[src/rtl/alu_result_fifo_if.sv]
// rtl/alu_result_fifo_if.sv - producer/consumer handshake bundle for the ALU result FIFO
interface alu_result_fifo_if #(
    parameter int DATA_W = 4
);
    logic              in_valid;
    logic              in_ready;
    logic [DATA_W-1:0] in_y;
    logic              in_carry;
    logic [2:0]        in_sel;

    logic              out_valid;
    logic              out_ready;
    logic [DATA_W-1:0] out_y;
    logic              out_carry;
    logic [2:0]        out_sel;
    logic              out_zero;

    // FIFO side
    modport slave (
        input  in_valid, in_y, in_carry, in_sel, out_ready,
        output in_ready, out_valid, out_y, out_carry, out_sel, out_zero
    );

    // Environment side: producer plus consumer
    modport master (
        output in_valid, in_y, in_carry, in_sel, out_ready,
        input  in_ready, out_valid, out_y, out_carry, out_sel, out_zero
    );
endinterface

[src/rtl/alu_result_fifo.sv]
// rtl/alu_result_fifo.sv - first-word-fall-through FIFO for ALU results with zero tag and stall counter
module alu_result_fifo #(
    parameter int DATA_W = 4,
    parameter int DEPTH  = 4,
    parameter int CNT_W  = 8
) (
    input  logic                     clk,
    input  logic                     rst_n,
    input  logic                     clear,
    alu_result_fifo_if.slave         bus,
    output logic [$clog2(DEPTH):0]   count,
    output logic                     full,
    output logic                     empty,
    output logic [CNT_W-1:0]         stall_cnt
);
    localparam int PTR_W = $clog2(DEPTH);
    localparam int OCC_W = PTR_W + 1;
    localparam int ENT_W = DATA_W + 5;
    localparam logic [OCC_W-1:0] FULL_CNT = OCC_W'(DEPTH);

    logic [ENT_W-1:0] r_mem [DEPTH];
    logic [PTR_W-1:0] r_wr_ptr;
    logic [PTR_W-1:0] r_rd_ptr;
    logic [OCC_W-1:0] r_count;
    logic [CNT_W-1:0] r_stall;

    logic             w_full;
    logic             w_empty;
    logic             w_push;
    logic             w_pop;
    logic [ENT_W-1:0] w_head;
    logic [ENT_W-1:0] w_wr_entry;

    // Flags come from the registered count only, so ready/valid never depend
    // combinationally on the opposite side of the handshake.
    assign w_full     = (r_count == FULL_CNT);
    assign w_empty    = (r_count == '0);
    assign w_push     = bus.in_valid && !w_full;
    assign w_pop      = bus.out_ready && !w_empty;
    assign w_wr_entry = {bus.in_sel, (bus.in_y == '0), bus.in_carry, bus.in_y};
    assign w_head     = r_mem[r_rd_ptr];

    always_ff @(posedge clk or negedge rst_n) begin
        if (!rst_n) begin
            r_wr_ptr <= '0;
            r_rd_ptr <= '0;
            r_count  <= '0;
            r_stall  <= '0;
            for (int i = 0; i < DEPTH; i++) begin
                r_mem[i] <= '0;
            end
        end else if (clear) begin
            r_wr_ptr <= '0;
            r_rd_ptr <= '0;
            r_count  <= '0;
            r_stall  <= '0;
        end else begin
            if (w_push) begin
                r_mem[r_wr_ptr] <= w_wr_entry;
                r_wr_ptr        <= r_wr_ptr + 1'b1;
            end
            if (w_pop) begin
                r_rd_ptr <= r_rd_ptr + 1'b1;
            end
            case ({w_push, w_pop})
                2'b10:   r_count <= r_count + 1'b1;
                2'b01:   r_count <= r_count - 1'b1;
                default: r_count <= r_count;
            endcase
            if (bus.in_valid && w_full && (r_stall != '1)) begin
                r_stall <= r_stall + 1'b1;
            end
        end
    end

    assign bus.in_ready  = !w_full;
    assign bus.out_valid = !w_empty;
    assign bus.out_y     = w_head[DATA_W-1:0];
    assign bus.out_carry = w_head[DATA_W];
    assign bus.out_zero  = w_head[DATA_W+1];
    assign bus.out_sel   = w_head[DATA_W+4:DATA_W+2];

    assign count     = r_count;
    assign full      = w_full;
    assign empty     = w_empty;
    assign stall_cnt = r_stall;
endmodule

[src/flat_wrapper.sv]
// flat-port wrapper written by rule: the top's interface ports become plain ports
module alu_result_fifo_flat 
#(
    parameter int DATA_W = 4,
    parameter int DEPTH  = 4,
    parameter int CNT_W  = 8
)
  (clk, rst_n, clear, count, full, empty, stall_cnt, bus_in_valid, bus_in_y, bus_in_carry, bus_in_sel, bus_out_ready, bus_in_ready, bus_out_valid, bus_out_y, bus_out_carry, bus_out_sel, bus_out_zero);
  alu_result_fifo_if #(.DATA_W(DATA_W)) bus_i ();
  input  logic clk;
  input  logic rst_n;
  input  logic clear;
  output logic [$clog2(DEPTH):0] count;
  output logic full;
  output logic empty;
  output logic [CNT_W-1:0] stall_cnt;
  input wire logic [$bits(bus_i.in_valid)-1:0] bus_in_valid;
  input wire logic [$bits(bus_i.in_y)-1:0] bus_in_y;
  input wire logic [$bits(bus_i.in_carry)-1:0] bus_in_carry;
  input wire logic [$bits(bus_i.in_sel)-1:0] bus_in_sel;
  input wire logic [$bits(bus_i.out_ready)-1:0] bus_out_ready;
  output wire logic [$bits(bus_i.in_ready)-1:0] bus_in_ready;
  output wire logic [$bits(bus_i.out_valid)-1:0] bus_out_valid;
  output wire logic [$bits(bus_i.out_y)-1:0] bus_out_y;
  output wire logic [$bits(bus_i.out_carry)-1:0] bus_out_carry;
  output wire logic [$bits(bus_i.out_sel)-1:0] bus_out_sel;
  output wire logic [$bits(bus_i.out_zero)-1:0] bus_out_zero;
  assign bus_i.in_valid = bus_in_valid;
  assign bus_i.in_y = bus_in_y;
  assign bus_i.in_carry = bus_in_carry;
  assign bus_i.in_sel = bus_in_sel;
  assign bus_i.out_ready = bus_out_ready;
  assign bus_in_ready = bus_i.in_ready;
  assign bus_out_valid = bus_i.out_valid;
  assign bus_out_y = bus_i.out_y;
  assign bus_out_carry = bus_i.out_carry;
  assign bus_out_sel = bus_i.out_sel;
  assign bus_out_zero = bus_i.out_zero;
  alu_result_fifo #(.DATA_W(DATA_W), .DEPTH(DEPTH), .CNT_W(CNT_W)) u_core (.clk(clk), .rst_n(rst_n), .clear(clear), .bus(bus_i), .count(count), .full(full), .empty(empty), .stall_cnt(stall_cnt));
endmodule
[config.mk]
export PLATFORM = sky130hd
export DESIGN_NAME = alu_result_fifo_flat
export DESIGN_NICKNAME = d
export VERILOG_FILES = /design/src/rtl/alu_result_fifo_if.sv /design/src/rtl/alu_result_fifo.sv /design/src/flat_wrapper.sv
export SDC_FILE = /design/constraint.sdc
export NUM_CORES = 1
export LEC_CHECK = 0
export CAP_MARGIN = 20
export CORE_MARGIN = 2
export CORE_UTILIZATION = 28
export CTS_CLUSTER_DIAMETER = 100
export DETAILED_ROUTE_END_ITERATION = 16
export PLACE_DENSITY = 0.48
export SETUP_SLACK_MARGIN = 0.02
export SYNTH_ARGS = -nofsm -noshare
export SYNTH_HDL_FRONTEND = slang
export SYNTH_SLANG_ARGS = --single-unit
[constraint.sdc]
create_clock -name clk -period 3.6 [get_ports clk]
set_input_delay 0.9 -clock clk [delete_from_list [all_inputs] [get_ports clk]]
set_output_delay 0.9 -clock clk [all_outputs]
set_load 0.05 [all_outputs]
Word-level counts from Yosys, hierarchy flattened
Cells that the tools add are included.
W data, S select, Z words.
{"block": "word_totals", "ff_bits": 51, "elab_cells": 51}
{"block": "op_classes", "addsub": 5, "eq_ne": 4, "n_mux": 14, "n_bitwise": 3, "n_reduce_logical": 14, "order_cmp": 3}
{"cell": "$bwmux W36", "count": 1}
{"cell": "$mux W9", "count": 3}
{"cell": "$bmux W9 S2", "count": 1}
{"cell": "$demux W9 S2", "count": 1}
{"cell": "$mux W8", "count": 2}
{"cell": "$add A8 B1 Y8 const B", "count": 1}
{"cell": "$mux W2", "count": 4}
{"cell": "$ne A8 B8 Y1 const B", "count": 1}
{"cell": "$ge A3 B3 Y1 const B", "count": 2}
{"cell": "$not A2 Y3", "count": 2}
{"cell": "$pmux W3 S2", "count": 1}
{"cell": "$reduce_bool A2 Y1", "count": 3}
{"cell": "$logic_and A1 B1 Y1", "count": 5}
{"cell": "$add A2 B1 Y2 const B", "count": 2}
{"cell": "$logic_not A4 Y1", "count": 1}
{"cell": "$add A3 B1 Y3 const B", "count": 1}
{"cell": "$eq A3 B3 Y1 const B", "count": 1}
{"cell": "$logic_not A3 Y1", "count": 1}
{"cell": "$lt A3 B1 Y1 const B", "count": 1}
{"cell": "$mux W3", "count": 1}
{"cell": "$reduce_bool A3 Y1", "count": 1}
{"cell": "$sub A3 B1 Y3 const B", "count": 1}
{"cell": "$eq A2 B1 Y1 const B", "count": 1}
{"cell": "$eq A2 B2 Y1 const B", "count": 1}
{"cell": "other kinds (3)", "count": 4}

Longest topological paths before layout
Gate-level depths: netlist of the first run.
{"block": "logic_depth", "word_depth": 6, "depth_mapped": 7, "mapped_depth_nobuf": 6}

Worst setup path after synthesis of the first run
No wires, ideal clock.
{"block": "synth_timing", "path_kind": "register -> output", "startpoint": "register u_core.r_count[1] (netlist: u_core.count[1])", "endpoint": "output empty", "path_stages_with_launch": 3, "required_time_ns": 2.700, "arrival_time_ns": 1.694, "path_slack_ns": 1.006, "n_path_buf": 0, "path_cell_list": "dfrtp_1 or3_1 inv_1"}
{"block": "synth_between", "elab_chain_len": 1}
{"element": "from (decl)", "line_no": "alu_result_fifo.sv:24", "source": "logic [OCC_W-1:0] r_count;"}
{"element": "from (signal assigned)", "line_no": "alu_result_fifo.sv:66", "source": "2'b10: r_count <= r_count + 1'b1;"}
{"element": "from (signal assigned)", "line_no": "alu_result_fifo.sv:67", "source": "2'b01: r_count <= r_count - 1'b1;"}
{"element": "from (signal assigned)", "line_no": "alu_result_fifo.sv:68", "source": "default: r_count <= r_count;"}
{"element": "$logic_not A3 Y1", "line_no": "alu_result_fifo.sv:37", "source": "assign w_empty = (r_count == '0);"}
{"element": "to (decl)", "line_no": "flat_wrapper.sv:15", "source": "output logic empty;"}
Every way passes these cells.

Worst setup path after layout of the first run
{"block": "layout_timing", "startpoint": "register u_core.r_count[0] (netlist: u_core.count[0])", "endpoint": "output full"}
{"block": "layout_between", "elab_chain_len": 1}
{"element": "$eq A3 B3 Y1", "line_no": "alu_result_fifo.sv:36", "source": "assign w_full = (r_count == FULL_CNT);"}
{"element": "to (decl)", "line_no": "flat_wrapper.sv:14", "source": "output logic full;"}
Every way passes these cells.

==> results of run 1 <==
-- per-layer routing --
| layer | wire length, um | vias to the layer above | global-route usage [%] | part of all wire (%) |
|---|---|---|---|---|
| met5 | 0 | - | 0 | 0 |
| met4 | 75 | 0 | 4.17 | 1.5 |
| met3 | 208 | 8 | 2.52 | 4.2 |
| met2 | 2190 | 43 | 17.2 | 45 |
| met1 | 2420 | 753 | 16.0 | 49 |
| li1 | - | 734 | - | - |
-- worst max-delay path, cell delays in order (launching register included) --
cell and delay (ps):
dfrtp_1 490, or3b_1 510, inv_1 160, clkdlybuf4s50_1 820
-- stage by stage --
step | cells | setup slack [ps] | total power, mW | hold WS (ps) | instance area (um^2)
2_1_floorplan | 179 | 1010 | 1.75 | 459 | 2450
3_3_place_gp | 321 | 760 | 2.09 | 475 | 2940
3_5_place_dp | 321 | 740 | 2.10 | 486 | 2940
4_1_cts | 329 | 387 | 2.46 | 510 | 3030
5_1_grt | 329 | 289 | 2.56 | 529 | 3030
6_report | 329 | 416 | 2.41 | 501 | 3030
-- synth_stat cells (3+ instances only) --
cell type	n	area (um^2)
a21oi_1	5	25.0
dfrtp_1	51	1280
ha_1	5	62.6
inv_1	6	22.5
mux2_2	35	394
mux2i_1	3	30.0
mux4_2	9	203
nand2_1	5	18.8
nand2_2	5	31.3
nand3_1	4	20.0
nand4_1	3	18.8
nor2_1	10	37.5
xnor2_1	4	35.0
xor2_1	3	26.3
-- kinds of logic after synthesis --
group,Yosys count
buffers and inverters,11
AO/OA/AOI/OAI,14
AND/OR/NAND/NOR,41
XOR/XNOR,7
adder cells (fa/ha/maj),6
flip-flops,51
multiplexers,49
-- sequential cells by signal (all words and copies together), names as in the netlist --
register and flops:
u_core.r_mem 36, u_core.count 3, u_core.r_wr_ptr 2, u_core.stall_cnt 8
u_core.r_rd_ptr 2
-- power by group through the flow --
stage | registers [mW] | clock network, mW | logic (mW)
floorplan | 0.905 | 0 | 0.841
global placement | 0.912 | 0 | 1.18
detailed placement | 0.914 | 0 | 1.18
CTS | 0.901 | 0.371 | 1.19
global route | 0.930 | 0.397 | 1.24
finish | 0.898 | 0.347 | 1.17
-- cell type report --
cell class	instances	area [um^2]	share of cell area, %
clock buffers	5	68.8	2.27
clock inverters	3	26.3	0.866
inverters	6	22.5	0.743
multi-input cells	117	1130	37.1
flip-flops and latches	51	1280	42.1
well taps	108	135	4.46
repair buffers	39	378	12.5
-- final timing paths --
kind	end	slack (ps)	depth (start not counted)
setup / recovery	full	420	3
min in group asynchronous	u_core.r_mem[9]$_DFFE_PN0P_	700	2
setup reg to reg	u_core.count[2]$_DFFE_PN0P_	1440	6
hold / removal	u_core.r_mem[5]$_DFFE_PN0P_	500	1
max in group asynchronous	u_core.r_rd_ptr[0]$_DFFE_PN0P_	2460	2
hold reg to reg	u_core.r_mem[5]$_DFFE_PN0P_	500	1
==> results.sh, run 1 <==
export IMPL_tightest_slew_ps=660
export IMPL_power_density_nw_per_um2=796
export IMPL_critPathLaunch="u_core.count[0]$_DFFE_PN0P_"
export IMPL_muxShareOfSynthArea_pct=26.5
export IMPL_min_from="u_core.r_mem[5]$_DFFE_PN0P_"
export IMPL_pwr_share_comb_pct=48.4
export IMPL_overflow=0
export IMPL_cp_data_arrival_time_ps=2280
export IMPL_final_common_cell="dfrtp_1"
export IMPL_clock_root_buffer="clkbuf_8"
export IMPL_hold_viol=0
export IMPL_drc=0
export IMPL_leakage_nw=1.30
export IMPL_grt_pass1_wl_um=8530
export IMPL_drv_slew=0
export IMPL_num_antenna_cells=0
export IMPL_avgSynthCellArea_um2=13.7
export IMPL_cts_buffers=5
export IMPL_synthAdderAreaFrac_pct=3.37
export IMPL_final_util_pct=35.3
export IMPL_htree_levels=2
export IMPL_dr_pass1_iters=4
export IMPL_drt_total_wl_um=4900
export IMPL_clock_skew_ps=10.4
export IMPL_hold_buffers=0
export IMPL_slew_headroom_pct=56.0
export IMPL_post_cts_buffers=0
export IMPL_p_int_mw=1.43
export IMPL_syn_area_um2=2450
export IMPL_outcome="finished, final reports clean"
export IMPL_nFillCells=872
export IMPL_worstSetupPathType="reg2out"
export IMPL_path_max_fanout=8
export IMPL_grt_pass1_vias=1607
export IMPL_die_area_um2=9510
export IMPL_finalSetupViolCount=0
export IMPL_reg2reg_from="u_core.count[0]$_DFFE_PN0P_"
export IMPL_vias=1538
export IMPL_tritoncts="yes"
export IMPL_synth_edf_count=0
export IMPL_rsz0062_at_grt="false"
export IMPL_antenna_found_initial=0
export IMPL_clock_sinks=51
export IMPL_synth_simple_area_share_pct=9.66
export IMPL_fin_crit_ps=3180
export IMPL_endpoint_kind="output port"
export IMPL_initial_core_util_pct=28.5
export IMPL_nets=239
export IMPL_cp_required_ps=2700
export IMPL_die_h_um=97.5
export IMPL_ys_async_sr_fraction_pct=100
export IMPL_grt_usage_pct=11.4
export IMPL_post_cts_resized=0
export IMPL_yosys_warnings=0
export IMPL_grt_max_degree=52
export IMPL_synth_ff_type="dfrtp_1"
export IMPL_drt_iter0_drc=78
export IMPL_wl_per_cell_um=14.9
export IMPL_syn_inst=179
export IMPL_synth_top_family_by_area="multiplexers"
export IMPL_switchingPower_mw=0.983
export IMPL_numPortBuffers=36
export IMPL_seqPwrFrac_pct=37.2
export IMPL_p_sw_share_pct=40.7
export IMPL_final_cell_mix="dfrtp_1 (51), mux2_2 (35), clkdlybuf4s50_1 (35)"
export IMPL_syn_nets=198
export IMPL_fmax_ghz=0.314
export IMPL_drive_above_1_share_pct=29.0
export IMPL_coreArea_um2=8590
export IMPL_yosysSeqAreaShare_pct=52.1
export IMPL_synth_compound_area_share_pct=3.93
export IMPL_vdd_drop_max_v=0.000620
export IMPL_cp_start_kind="register"
export IMPL_setup_tns_ps=0
export IMPL_dieWidth_um=97.5
export IMPL_fp_row_count=34
export IMPL_clk_pin_slew_ps=100
export IMPL_p_clk_share_pct=14.4
export IMPL_hp_class="reg2reg"
export IMPL_gp_congestion=0.807
export IMPL_ys_ff_latch=51
export IMPL_io_pins=37
export IMPL_clkLatencyLatePin_ps=310
export IMPL_via_per_inst=4.67
export IMPL_clockBufferDepth=2
export IMPL_areaGrowthSynthToFinish_pct=23.9
export IMPL_postRouteAntennaNets=0
export IMPL_maxCapViolations=0
export IMPL_hpwl_um=3450
export IMPL_synthXorXnorAreaFrac_pct=2.50
export IMPL_final_period_utilization_pct=88.4
export IMPL_yosys_cell_types_count=39
No activity file was read; power rests on OpenSTA's default activity.
==> run 2, diff against run 1 <==
Settings changed: GPL_ROUTABILITY_DRIVEN set to 0.
==> results of run 2 <==
No change in the layout: final DEF, timing and power equal those of run 1.
